==> config.mk <==
export PLATFORM = sky130hd
export DESIGN_NAME = serial_add_ctrl
export DESIGN_NICKNAME = d
export VERILOG_FILES = /design/src/rtl/serial_add_ctrl_pkg.sv /design/src/rtl/serial_add_ctrl_fulladder.sv /design/src/rtl/serial_add_ctrl.sv
export SDC_FILE = /design/constraint.sdc
export NUM_CORES = 1
export LEC_CHECK = 0
export BUFFER_PORTS_ARGS = -buffer_cell sky130_fd_sc_hd__buf_2
export CORE_MARGIN = 10
export CORE_UTILIZATION = 40
export DETAILED_ROUTE_END_ITERATION = 10
export GPL_TIMING_DRIVEN = 0
export PLACE_DENSITY = 0.68
export SKIP_LAST_GASP = 1
export SLEW_MARGIN = 20
export SYNTH_ARGS = -nofsm -noshare
export SYNTH_HDL_FRONTEND = slang
export SYNTH_SLANG_ARGS = --single-unit
==> constraint.sdc <==
create_clock -name clk -period 1.9 [get_ports clk]
set_input_delay 0.38 -clock clk [delete_from_list [all_inputs] [get_ports clk]]
set_output_delay 0.38 -clock clk [all_outputs]
set_load 0.005 [all_outputs]
==> src/rtl/serial_add_ctrl_pkg.sv <==
// Shared definitions for the bit-serial adder controller:
// state encodings and the default operand width.
package serial_add_ctrl_pkg;

    localparam int SA_WIDTH_DEF = 8;

    typedef enum logic [1:0] {
        SA_IDLE = 2'b00,
        SA_RUN  = 2'b01,
        SA_DONE = 2'b10,
        SA_ILL  = 2'b11
    } sa_state_e;

endpackage

==> src/rtl/serial_add_ctrl_fulladder.sv <==
// Single-bit full adder cell shared by the serial adder.
// Purely combinational: sum and carry from p, q and carry-in.
module fulladder (
    input  logic p,
    input  logic q,
    input  logic ci,
    output logic s,
    output logic co
);

    logic w_pq;

    // Propagate term feeds both the sum and carry paths
    always_comb begin
        w_pq = p ^ q;
        s    = w_pq ^ ci;
        co   = (p & q) | (ci & w_pq);
    end

endmodule

==> src/rtl/serial_add_ctrl.sv <==
// Bit-serial adder controller: one shared full adder, LSB first,
// one bit per clock, one-cycle done pulse on completion.
module serial_add_ctrl
    import serial_add_ctrl_pkg::*;
#(
    parameter  int WIDTH = SA_WIDTH_DEF,
    localparam int CNT_W = $clog2(WIDTH)
) (
    input  logic             clk,
    input  logic             rst_n,
    input  logic             start,
    input  logic [WIDTH-1:0] a,
    input  logic [WIDTH-1:0] b,
    input  logic             cin,
    output logic             busy,
    output logic             done,
    output logic [WIDTH-1:0] sum,
    output logic             cout
);

    localparam logic [CNT_W-1:0] LAST = CNT_W'(WIDTH - 1);

    sa_state_e        r_state;
    sa_state_e        w_nxt;
    logic [WIDTH-1:0] r_sa;
    logic [WIDTH-1:0] r_sb;
    logic [WIDTH-1:0] r_res;
    logic [CNT_W-1:0] r_cnt;
    logic             r_cy;
    logic             w_s;
    logic             w_co;

    fulladder U_FA (
        .p  (r_sa[0]),
        .q  (r_sb[0]),
        .ci (r_cy),
        .s  (w_s),
        .co (w_co)
    );

    // State register; reset and the unused encoding land in IDLE
    always_ff @(posedge clk) begin
        if (!rst_n) begin
            r_state <= SA_IDLE;
        end else begin
            r_state <= w_nxt;
        end
    end

    // Next-state: start only honoured in IDLE, DONE lasts one cycle
    always_comb begin
        w_nxt = SA_IDLE;
        unique case (r_state)
            SA_IDLE: w_nxt = start ? SA_RUN : SA_IDLE;
            SA_RUN:  w_nxt = (r_cnt == LAST) ? SA_DONE : SA_RUN;
            SA_DONE: w_nxt = SA_IDLE;
            default: w_nxt = SA_IDLE;
        endcase
    end

    // Status outputs decoded from state
    always_comb begin
        busy = 1'b0;
        done = 1'b0;
        unique case (r_state)
            SA_RUN:  busy = 1'b1;
            SA_DONE: begin
                busy = 1'b1;
                done = 1'b1;
            end
            default: begin
                busy = 1'b0;
                done = 1'b0;
            end
        endcase
    end

    // Operand shifters, carry flop, result shifter and bit counter
    always_ff @(posedge clk) begin
        if (!rst_n) begin
            r_sa  <= '0;
            r_sb  <= '0;
            r_res <= '0;
            r_cnt <= '0;
            r_cy  <= 1'b0;
        end else begin
            case (r_state)
                SA_IDLE: begin
                    if (start) begin
                        r_sa  <= a;
                        r_sb  <= b;
                        r_cy  <= cin;
                        r_res <= '0;
                        r_cnt <= '0;
                    end
                end
                SA_RUN: begin
                    r_sa  <= {1'b0, r_sa[WIDTH-1:1]};
                    r_sb  <= {1'b0, r_sb[WIDTH-1:1]};
                    r_res <= {w_s, r_res[WIDTH-1:1]};
                    r_cy  <= w_co;
                    r_cnt <= r_cnt + 1'b1;
                end
                default: begin
                end
            endcase
        end
    end

    // Result and final carry come straight from the holding registers
    assign sum  = r_res;
    assign cout = r_cy;

endmodule
# Yosys cells after proc, flatten, opt, wreduce, memory -nomap -nowiden
# Index checks and enable logic that the tools add are counted.
op_classes:
  n_addsub: 1
  n_eq_ne: 4
  muxes: 15
  bitwise: 5
  n_reduce_logical: 4
op_table:
  columns: ["op", "count"]
  rows:
  - ["$pmux 8 s2", 3]
  - ["$mux 8", 3]
  - ["$pmux 3 s2", 1]
  - ["$mux 1", 4]
  - ["$pmux 2 s2", 1]
  - ["$add 3x1->3 const B", 1]
  - ["$eq 3x3->1 const B", 1]
  - ["$mux 3", 1]
  - ["$and 1x1->1", 2]
  - ["$eq 2x1->1 const B", 1]
  - ["$eq 2x2->1 const B", 1]
  - ["$logic_not 2->1", 1]
  - ["$mux 2", 1]
  - ["$ne 2x2->1 const B", 1]
  - ["$pmux 1 s2", 1]
  - ["$reduce_and 2->1", 1]
  - ["$reduce_bool 2->1", 1]
  - ["$reduce_or 2->1", 1]
  - ["$xor 1x1->1", 2]
  - ["$or 1x1->1", 1]
word_totals:
  in_bits: 20
  ff_bits: 30
  word_cells: 35
  out_inout_bits: 11

# Longest topological paths before layout
logic_depth:
  depth_word: 4
  depth_mapped: 7

# Cells and area by module
# A second synthesis with hierarchy kept.
unflattened:
  hier_cells: 138
  area_unflattened_um2: 1503.9
modules_own_cells:
  columns: ["mod", "seq_area_each_um2", "area_per_inst_um2", "instances", "cells_each"]
  rows:
  - ["serial_add_ctrl", 600.6, 1483.9, 1, 137]
  - ["fulladder", 0.0, 20.0, 1, 1]

# Least setup slack after synthesis
# OpenSTA, ideal clock, no wires.
synth_timing:
  path_kind: "reg-to-reg"
  startpoint: "reg r_state[0]"
  endpoint: "reg r_sa[3]"
  path_stages_with_launch: 7
  path_slack_ps: 417
  n_path_buf: 2
  setup_ps: 116
  arrival_time_ps: 1367
  cell_sequence: "dfxtp_1 > inv_1 > ha_1 > mux2_4 > buf_6 > buf_6 > o211a_1"
synth_between:
  elab_chain_len: 3
  word_cells_on_any_way: 6
  cone_classes: "eq/ne (2); mux (1); reduce/logical (3)"
synth_lines:
  columns: ["item", "line_no", "source"]
  rows:
  - ["start, declared", "serial_add_ctrl.sv:23", "sa_state_e r_state;"]
  - ["start signal, assigned", "serial_add_ctrl.sv:46", "r_state <= w_nxt;"]
  - ["$eq 2x1->1 / $logic_not 2->1 (equally long branches)", "serial_add_ctrl.sv:87", "case (r_state)"]
  - ["$reduce_bool 2->1 (no source line) / $ne 2x2->1 (equally long branches)", null, null]
  - ["$reduce_and 2->1 (no source line)", null, null]
  - ["end signal, assigned", "serial_add_ctrl.sv:98", "r_sa <= {1'b0, r_sa[WIDTH-1:1]};"]
  - ["end, declared", "serial_add_ctrl.sv:25", "logic [WIDTH-1:0] r_sa;"]
# Parallel ways exist; a longest one is shown, timed or not.
# A chain may end at the register's enable or synchronous reset.

# Worst setup path after layout
layout_timing:
  startpoint: "reg r_state[0]"
  endpoint: "reg r_res[1] (netlist: sum[1])"
layout_between:
  elab_chain_len: 3
  word_cells_on_any_way: 6
  cone_classes: "eq/ne (2); mux (1); reduce/logical (3)"
layout_lines:
  columns: ["item", "line_no", "source"]
  rows:
  - ["$eq 2x1->1 / $logic_not 2->1 (equally long branches)", "serial_add_ctrl.sv:87", null]
  - ["$reduce_bool 2->1 (no source line) / $ne 2x2->1 (equally long branches)", null, null]
  - ["$reduce_and 2->1 (no source line)", null, null]
  - ["end signal, assigned", "serial_add_ctrl.sv:100", "r_res <= {w_s, r_res[WIDTH-1:1]};"]
  - ["end, declared", "serial_add_ctrl.sv:27", "logic [WIDTH-1:0] r_res;"]
# Parallel ways exist; a longest one is shown, timed or not.

==> flow_summary.json <==
{
  "grt_setup_unrepaired": "false",
  "yosysTopAreaCell": "dfxtp_1",
  "worstHoldPathCells": 3,
  "timing.fmax_mhz": 618,
  "wl_per_cell_um": 13.7,
  "fin_nets": 206,
  "initial_core_util_pct": 42.0,
  "ant_nets": 0,
  "num_io_pins": 31,
  "ff2ff_path_depth": 6,
  "register_area_um2": 601,
  "drive_above_1_share_pct": 26.0,
  "die_x_um": 79.4,
  "multiInputGateArea_um2": 711,
  "synth_warnings": 0,
  "vias_per_cell": 4.93,
  "finalHoldViolations": 0,
  "synth.distinct_cells": 23,
  "grt.overflow.total": 0,
  "cp-end-kind": "flip-flop",
  "clockRootBuffer": "clkbuf_4",
  "hold_ws_ns": 0.316,
  "placed_area_um2": 1610,
  "fin_setup_tns_ns": 0,
  "first_pass_iters": 4,
  "hp-class": "in2reg",
  "synth_seq_area_share_pct": 42.6,
  "portBuffers": 29,
  "reg2reg_from": "r_state[0]$_SDFF_PN0_",
  "core_area_um2": 3360,
  "std_cell_rows": 21,
  "cts.sinks": 30,
  "finalSetupViolCount": 0,
  "worstHoldStart": "b[7]",
  "yosys-top-cells-area": "dfxtp_1, mux2i_1, o211a_1",
  "drc": 0,
  "slew_headroom_pct": 69.4,
  "fin_crit_ns": 1.62,
  "leakage_nw": 0.832,
  "grt_max_degree": 11,
  "netlist_instances": 144,
  "post_cts_buffers": 0,
  "syn_nets": 170,
  "grt_pass1_vias": 1186,
  "place_congestion": 0.693,
  "initialDrtViolationCount": 87,
  "finClkSkew_ns": 0.0112,
  "clk_latency_ns": 0.34,
  "nFillCells": 360,
  "diodes": 0,
  "die_y_um": 79.4,
  "h-tree-depth": 2,
  "tightestPinTransition_ns": 0.450,
  "worstSetupPathType": "reg2reg",
  "antenna_found_initial": 0,
  "ys_ff_latch": 30,
  "synth_top_area_share_pct": 42.6,
  "path_clk_slew_ns": 0.10,
  "grt_pass1_wl_um": 5320,
  "whs_endpoint": "r_sb[7]$_SDFFE_PN0P_",
  "track_usage_pct": 10.6,
  "dp_hpwl_um": 2340,
  "clockBufferDepth": 2,
  "vdd_drop_max_mv": 0.449,
  "r2r-end": "sum[1]$_SDFFE_PN0P_",
  "startpoint_type": "flip-flop",
  "slew_violations": 0,
  "via_count": 1118,
  "post_cts_resized": 0,
  "max_cap_violations": 0,
  "power.density_nw_per_um2": 795,
  "dieArea_um2": 6300,
  "syn-cell-area_um2": 1410,
  "cp.required_ns": 2.17,
  "r2r_setup_slack_ns": 0.28,
  "outcome": "complete, no violations",
  "cts_tree": "yes",
  "synth_area_per_cell_um2": 9.80,
  "worst_ep_arrival_time_ns": 1.89,
  "ctsHoldBuffers": 0,
  "syn_to_final_growth_pct": 18.9,
  "drt_wl_total_um": 3100,
  "period_share_pct": 85.2,
  "cts_made_buffers": 5,
  "final_area_um2": 1680,
  "path_max_fanout": 10,
  "finalCoreUtilization_pct": 49.9
}
## power by group
part           total, mW  internal, mW  switching (mW)  leakage (nW)
logic              0.233         0.114           0.120         0.552
registers          0.688         0.668          0.0194         0.246
clock network      0.413         0.178           0.236        0.0343
total               1.33         0.960           0.375         0.832
## placed cells by master, fill, tap and decap left out, drive strengths merged
cell type / n
nor2b: 2
nand2: 30
buf: 37
mux2i: 15
a22oi: 2
ha: 5
clkinv: 1
o211a: 12
nand3: 9
inv: 5
clkinvlp: 1
o211ai: 1
nand3b: 2
dfxtp: 30
a21boi: 13
clkbuf: 9
and3b: 1
and3: 3
nand2b: 1
mux2: 1
fa: 1
## worst max-delay path, stage by stage (launching register included)
cell,delay [ns]
dfxtp_1,0.32
inv_1,0.07
ha_1,0.27
mux2i_2,0.47
buf_6,0.21
nand2_1,0.06
a21boi_0,0.15
## sequential cells by signal (all words and copies together) (netlist names)
name / count
r_state: 2
r_cnt: 3
sum: 8
cout: 1
r_sa: 8
r_sb: 8
## Yosys cell counts
cell type  number
a21boi_0       12
a21boi_1        1
a22oi_1         2
and3_1          3
and3b_1         1
buf_2           2
buf_4           2
buf_6           4
clkbuf_1        3
dfxtp_1        30
fa_1            1
ha_1            5
inv_1           5
mux2_4          1
mux2i_1        14
mux2i_2         1
nand2_1        30
nand2b_1        1
nand3_1         9
nand3b_1        2
nor2b_1         2
o211a_1        12
o211ai_1        1
## metrics by stage
stage / worst slack, ns / instances / power [mW]
2_1_floorplan: 0.417 / 144 / 0.869
3_3_place_gp: 0.359 / 219 / 0.927
3_5_place_dp: 0.269 / 219 / 0.939
4_1_cts: 0.249 / 227 / 1.35
5_1_grt: 0.0875 / 227 / 1.41
6_report: 0.281 / 227 / 1.33
## cell families after synthesis
| family | Yosys count | share of synthesized area (%) |
|---|---|---|
| compound gates | 28 | 17.0 |
| simple gates | 48 | 15.5 |
| mux | 16 | 12.0 |
| buf+inv | 16 | 7.09 |
| fa+ha+maj | 6 | 5.85 |
| flops | 30 | 42.6 |
## per-layer routing
layer / wire [µm] / GRT usage (%) / vias to the layer above
li1: - / - / 569
met2: 1500 / 17.3 / 22
met1: 1350 / 11.5 / 522
met5: 0 / 0 / -
met4: 54 / 4.84 / 0
met3: 202 / 4.95 / 5
## cell type report
cell class,count,area share (%)
sequential,30,35.8
tap,46,3.43
timing repair buffer,29,8.65
clock buffer,6,3.06
inverter,5,1.12
clock inverter,2,0.746
buffer,11,4.85
multi-input combinational,98,42.4
## worst max path at each step
stage,from,cells after the start,slack (ns),end
final,r_state[0]$_SDFF_PN0_,6,0.28,sum[1]$_SDFFE_PN0P_
after global routing,r_state[0]$_SDFF_PN0_,6,0.09,r_cnt[1]$_SDFFE_PN0P_
after CTS,r_state[0]$_SDFF_PN0_,6,0.25,sum[1]$_SDFFE_PN0P_
after detailed placement,r_state[0]$_SDFF_PN0_,6,0.27,sum[1]$_SDFFE_PN0P_
after global placement,r_state[0]$_SDFF_PN0_,6,0.36,r_sa[3]$_SDFFE_PN0P_
after floorplan,r_state[0]$_SDFF_PN0_,6,0.42,r_sa[3]$_SDFFE_PN0P_
No activity file was read; power rests on OpenSTA's default activity.
